==> src/rtl/sr_latch_writer_pkg.sv <==
// Shared types and sizing helpers for the SR latch write driver.
// Pure declarations: no latency, no backpressure.
package sr_latch_writer_pkg;

    typedef enum logic [2:0] {
        IDLE,
        SETUP,
        PULSE,
        HOLD,
        SETTLE,
        CHECK
    } state_e;

    // Bits needed to hold 0..max_val, never narrower than one bit.
    function automatic int width_for(input int max_val);
        return (max_val < 1) ? 1 : $clog2(max_val + 1);
    endfunction

endpackage

==> src/rtl/sr_phase_timer.sv <==
// Loadable down-counter with a zero flag, shared by the PULSE and SETTLE phases.
// Load and decrement take effect at the next edge; zero is decoded from the count register.
module sr_phase_timer #(
    parameter int W = 2
) (
    input  logic         clk,
    input  logic         rst,
    input  logic         load,
    input  logic [W-1:0] load_val,
    input  logic         dec,
    output logic         zero
);

    logic [W-1:0] cnt_q;
    logic [W-1:0] cnt_d;

    always_comb begin
        cnt_d = cnt_q;
        if (load) begin
            cnt_d = load_val;
        end else if (dec && (cnt_q != '0)) begin
            cnt_d = cnt_q - W'(1);
        end
    end

    always_ff @(posedge clk) begin
        if (rst) begin
            cnt_q <= '0;
        end else begin
            cnt_q <= cnt_d;
        end
    end

    assign zero = (cnt_q == '0);

endmodule

==> src/rtl/sr_latch_writer.sv <==
// Turns a valid/ready one-bit write into a safe S/R/gate pulse sequence, then verifies Q/P and retries.
// One attempt takes 3+PULSE_CYCLES+SETTLE_CYCLES edges; WR_READY is low for the whole write.
module sr_latch_writer
    import sr_latch_writer_pkg::*;
#(
    parameter int PULSE_CYCLES  = 2,
    parameter int SETTLE_CYCLES = 1,
    parameter int MAX_RETRY     = 3,
    parameter int RETRY_W       = width_for(MAX_RETRY)
) (
    input  logic               CLK,
    input  logic               RST,
    input  logic               WR_VALID,
    input  logic               WR_DATA,
    output logic               WR_READY,
    output logic               LAT_S,
    output logic               LAT_R,
    output logic               LAT_EN,
    input  logic               LAT_Q,
    input  logic               LAT_P,
    output logic               DONE,
    output logic               ERR,
    output logic               INVALID,
    output logic [RETRY_W-1:0] RETRY_CNT
);

    localparam int CNT_W = width_for((PULSE_CYCLES > SETTLE_CYCLES) ? PULSE_CYCLES : SETTLE_CYCLES);
    localparam logic [CNT_W-1:0]   PULSE_LOAD  = CNT_W'(PULSE_CYCLES - 1);
    localparam logic [CNT_W-1:0]   SETTLE_LOAD = CNT_W'((SETTLE_CYCLES > 0) ? (SETTLE_CYCLES - 1) : 0);
    localparam logic [RETRY_W-1:0] RETRY_MAX   = RETRY_W'(MAX_RETRY);

    state_e             state_q, state_d;
    logic               data_q, data_d;
    logic               ready_q, ready_d;
    logic               lat_s_q, lat_s_d;
    logic               lat_r_q, lat_r_d;
    logic               lat_en_q, lat_en_d;
    logic               done_q, done_d;
    logic               err_q, err_d;
    logic               invalid_q, invalid_d;
    logic [RETRY_W-1:0] retry_cnt_q, retry_cnt_d;

    logic               tmr_load;
    logic [CNT_W-1:0]   tmr_load_val;
    logic               tmr_dec;
    logic               tmr_zero;
    logic               check_pass;
    logic               drive_sr;

    sr_phase_timer #(
        .W (CNT_W)
    ) u_phase_timer (
        .clk      (CLK),
        .rst      (RST),
        .load     (tmr_load),
        .load_val (tmr_load_val),
        .dec      (tmr_dec),
        .zero     (tmr_zero)
    );

    assign check_pass = (LAT_Q == data_q) && (LAT_P == ~data_q);

    always_comb begin
        state_d      = state_q;
        data_d       = data_q;
        retry_cnt_d  = retry_cnt_q;
        invalid_d    = invalid_q;
        done_d       = 1'b0;
        err_d        = 1'b0;
        tmr_load     = 1'b0;
        tmr_load_val = PULSE_LOAD;
        tmr_dec      = 1'b0;

        case (state_q)
            IDLE: begin
                if (WR_VALID) begin
                    data_d      = WR_DATA;
                    retry_cnt_d = '0;
                    state_d     = SETUP;
                end
            end
            SETUP: begin
                tmr_load     = 1'b1;
                tmr_load_val = PULSE_LOAD;
                state_d      = PULSE;
            end
            PULSE: begin
                if (tmr_zero) begin
                    state_d = HOLD;
                end else begin
                    tmr_dec = 1'b1;
                end
            end
            HOLD: begin
                if (SETTLE_CYCLES > 0) begin
                    tmr_load     = 1'b1;
                    tmr_load_val = SETTLE_LOAD;
                    state_d      = SETTLE;
                end else begin
                    state_d = CHECK;
                end
            end
            SETTLE: begin
                if (tmr_zero) begin
                    state_d = CHECK;
                end else begin
                    tmr_dec = 1'b1;
                end
            end
            CHECK: begin
                if (LAT_Q == LAT_P) begin
                    invalid_d = 1'b1;
                end
                if (check_pass) begin
                    done_d  = 1'b1;
                    state_d = IDLE;
                end else if (retry_cnt_q < RETRY_MAX) begin
                    retry_cnt_d = retry_cnt_q + RETRY_W'(1);
                    state_d     = SETUP;
                end else begin
                    err_d   = 1'b1;
                    state_d = IDLE;
                end
            end
            default: state_d = IDLE;
        endcase

        // Latch drives lag the state by one edge, so S/R bracket the gate on both sides.
        drive_sr = (state_q == SETUP) || (state_q == PULSE) || (state_q == HOLD);
        lat_s_d  = drive_sr & data_q;
        lat_r_d  = drive_sr & ~data_q;
        lat_en_d = (state_q == PULSE);
        ready_d  = (state_d == IDLE);
    end

    always_ff @(posedge CLK) begin
        if (RST) begin
            state_q     <= IDLE;
            data_q      <= 1'b0;
            ready_q     <= 1'b1;
            lat_s_q     <= 1'b0;
            lat_r_q     <= 1'b0;
            lat_en_q    <= 1'b0;
            done_q      <= 1'b0;
            err_q       <= 1'b0;
            invalid_q   <= 1'b0;
            retry_cnt_q <= '0;
        end else begin
            state_q     <= state_d;
            data_q      <= data_d;
            ready_q     <= ready_d;
            lat_s_q     <= lat_s_d;
            lat_r_q     <= lat_r_d;
            lat_en_q    <= lat_en_d;
            done_q      <= done_d;
            err_q       <= err_d;
            invalid_q   <= invalid_d;
            retry_cnt_q <= retry_cnt_d;
        end
    end

    assign WR_READY  = ready_q;
    assign LAT_S     = lat_s_q;
    assign LAT_R     = lat_r_q;
    assign LAT_EN    = lat_en_q;
    assign DONE      = done_q;
    assign ERR       = err_q;
    assign INVALID   = invalid_q;
    assign RETRY_CNT = retry_cnt_q;

endmodule

==> config.mk <==
export PLATFORM = sky130hd
export DESIGN_NAME = sr_latch_writer
export DESIGN_NICKNAME = d
export VERILOG_FILES = /design/src/rtl/sr_latch_writer_pkg.sv /design/src/rtl/sr_phase_timer.sv /design/src/rtl/sr_latch_writer.sv
export SDC_FILE = /design/constraint.sdc
export NUM_CORES = 1
export LEC_CHECK = 0
export ABC_AREA = 1
export BUFFER_PORTS_ARGS = -buffer_cell sky130_fd_sc_hd__buf_2
export CAP_MARGIN = 20
export CORE_AREA = 4 4 41 43
export CTS_BUF_LIST = sky130_fd_sc_hd__clkbuf_8 sky130_fd_sc_hd__clkbuf_16
export CTS_CLUSTER_SIZE = 8
export DETAILED_ROUTE_END_ITERATION = 16
export DIE_AREA = 0 0 45 47
export PLACE_DENSITY_LB_ADDON = 0.2
export SETUP_SLACK_MARGIN = 0.15
export SLEW_MARGIN = 20
export SYNTH_ARGS = -nofsm -noshare
export SYNTH_HDL_FRONTEND = slang
export SYNTH_HIERARCHICAL = 1
export SYNTH_SLANG_ARGS = --single-unit
==> constraint.sdc <==
create_clock -name CLK -period 2.8 [get_ports CLK]
set_input_delay 0.28 -clock CLK [delete_from_list [all_inputs] [get_ports CLK]]
set_output_delay 0.28 -clock CLK [all_outputs]
set_load 0.01 [all_outputs]
==> flow_metrics.env <==
export IMPL_syn_num_nets=107
export IMPL_yosys_area_top_type="dfxtp_1"
export IMPL_synthTopCellsByCount="23 x nand2_1, 17 x inv_1, 15 x dfxtp_1, 13 x nor2_1, 8 x nand3_1"
export IMPL_clockBufferDepth=2
export IMPL_worstHoldStart="RST"
export IMPL_critPathCaptureType="flip-flop"
export IMPL_h_tree_depth=1
export IMPL_postCtsSetupRepairBufs=0
export IMPL_clock_sinks=15
export IMPL_power_density_nw_per_um2=638
export IMPL_hold_path_class="in2reg"
export IMPL_max_freq_mhz=765
export IMPL_finalNetCount=125
export IMPL_num_vias=641
export IMPL_max_cap_violations=0
export IMPL_r2r_cells=10
export IMPL_ys_seq_area_frac=0.434
export IMPL_fillers=133
export IMPL_yosysMostFrequentCell="nand2_1"
export IMPL_finalSetupTns_ps=0
export IMPL_grt_overflow=0
export IMPL_hold_depth=2
export IMPL_critPathLaunchType="flip-flop"
export IMPL_start_util=0.532
export IMPL_drc=0
export IMPL_min_period_ps=1310
export IMPL_dr_pass1_iters=4
export IMPL_r2r_slack_ps=1490
export IMPL_io_pins=15
export IMPL_crit_type="reg2reg"
export IMPL_power_leakage_nw=0.450
export IMPL_grt_start_max_net_pins=11
export IMPL_clk_pin_slew_ps=60
export IMPL_ant_nets=0
export IMPL_vias_per_cell=4.89
export IMPL_hpwl_um=1040
export IMPL_status="completed"
export IMPL_synth_warnings=6
export IMPL_cts_root_buf="clkbuf_8"
export IMPL_rsz0062_at_grt="no"
export IMPL_core_rowCount=13
export IMPL_final_util=0.632
export IMPL_drtIter0Drc=24
export IMPL_yosysTopAreaCellShare=0.434
export IMPL_synth_area_leaders="dfxtp_1 43%, nand2_1 12%, inv_1 9.2%"
export IMPL_cts_hold_buf=0
export IMPL_worstReg2RegStart="state_q[0]"
export IMPL_reg2reg_to="u_phase_timer/cnt_q[1]"
export IMPL_fin_skew_ps=2.19
export IMPL_die_width_um=45
export IMPL_syn2layout_area_growth_pct=18.8
export IMPL_antenna_found_initial=0
export IMPL_ys_async_sr_fraction=0
export IMPL_synth_edf_count=0
export IMPL_synth_area_per_cell_um2=6.99
export IMPL_report_power_total_uw=525
export IMPL_grt_pass1_wl_um=2330
export IMPL_drt_total_wl_um=1390
export IMPL_hold_violations=0
export IMPL_ctsResizeCount=0
export IMPL_gp_congestion=0.753
export IMPL_final_layout_size_suffix_gt1_frac=0.207
export IMPL_crit_required_ps=2940
export IMPL_fin_crit_sh=0.467
export IMPL_core_um2=1300
export IMPL_synthFlopType="dfxtp_1"
export IMPL_dieArea_um2=2120
export IMPL_drv_slew=0
export IMPL_synth_ff_latch_count=15
export IMPL_critPathMaxFanout=4
export IMPL_wl_per_cell_um=10.6
export IMPL_track_usage=0.156
export IMPL_clkLatencyLatePin_ps=240
export IMPL_syn_area_um2=692
export IMPL_ir_drop_mv=0.302
export IMPL_worstHoldEndpoint="RETRY_CNT[1]"
export IMPL_grt_pass1_vias=582
export IMPL_syn_inst=99
export IMPL_die_y_um=47
export IMPL_cts_buffers=3
export IMPL_synthDistinctLibCells=20
export IMPL_io_buffers=14
export IMPL_cts_tree="done"
export IMPL_antenna_cells=0
export IMPL_critical_path_arrival_ps=1450
export IMPL_setup_viol=0
[cells in the final DEF, fill, tap and decap left out, drive strengths merged]
cell type,instances
a21oi,5
a31oi,1
buf,14
clkbuf,3
conb,1
dfxtp,15
ha,2
inv,19
nand2,24
nand3,10
nand3b,1
nor2,15
nor3,2
o21ai,2
o21bai,1
or2,1
[where the power goes]
group,switching [mW],internal [mW]
Combinational,0.0711,0.0413
Sequential,0.0117,0.233
Clock,0.0709,0.0968
[per-stage QoR]
step	std cells	worst slack, ps	hold WS [ps]	instance area [um^2]
after floorplan	99	1590	413	692
after CTS	131	1490	330	822
final	131	1490	331	822
after detailed placement	127	1500	443	777
after global placement	127	1510	436	777
after global routing	131	1350	353	822
[metal layers]
metal  global-route usage  vias to the layer above  wire, um
met5                    0                        -         0
met4               0.0702                        0        11
met3               0.0345                        2        82
met2                0.268                       18       678
met1                0.186                      282       619
li1                     -                      339         -
[critical path, cell delays in order (launching register included)]
cell,delay (ps)
dfxtp_1,330
inv_1,110
nand2_1,70
nor2_1,130
inv_1,70
a21oi_1,120
nand2_1,90
nand2_1,100
inv_1,50
nor2_1,90
nor2_1,40
[layout make-up]
| class | count | area (um^2) | share of cell area |
|---|---|---|---|
| repair buffers | 14 | 70.1 | 0.0852 |
| clock buffers | 3 | 41.3 | 0.0502 |
| multi-input cells | 65 | 320 | 0.390 |
| flip-flops and latches | 15 | 300 | 0.365 |
| inverters | 18 | 67.6 | 0.0822 |
| clock inverters | 1 | 3.75 | 0.00457 |
| well taps | 15 | 18.8 | 0.0228 |
[how the worst max path moves through the flow]
stage	from	endpoint	slack, ps	cells after the start
2_1_floorplan	u_phase_timer/cnt_q[0]	state_q[0]	1590	7
3_3_place_gp	u_phase_timer/cnt_q[0]	state_q[0]	1510	7
3_5_place_dp	state_q[0]	u_phase_timer/cnt_q[1]	1500	10
4_1_cts	state_q[0]	u_phase_timer/cnt_q[1]	1490	10
5_1_grt	state_q[0]	u_phase_timer/cnt_q[1]	1350	10
6_report	state_q[0]	u_phase_timer/cnt_q[1]	1490	10
[registers in the layout, indices dropped and copies added (netlist names)]
| register | cells |
|---|---|
| data_q | 1 |
| LAT_R | 1 |
| INVALID | 1 |
| RETRY_CNT | 2 |
| LAT_EN | 1 |
| u_phase_timer/cnt_q | 2 |
| DONE | 1 |
| ERR | 1 |
| WR_READY | 1 |
| LAT_S | 1 |
| state_q | 3 |
[cell families after synthesis]
group                    Yosys count  share of synthesized area
AO/OA/AOI/OAI                      9                     0.0705
buffers and inverters             19                      0.103
AND/OR/NAND/NOR                   53                      0.351
adder cells (fa/ha/maj)            2                     0.0362
other                              1                    0.00542
flip-flops                        15                      0.434
(Power assumes the default switching activity.)
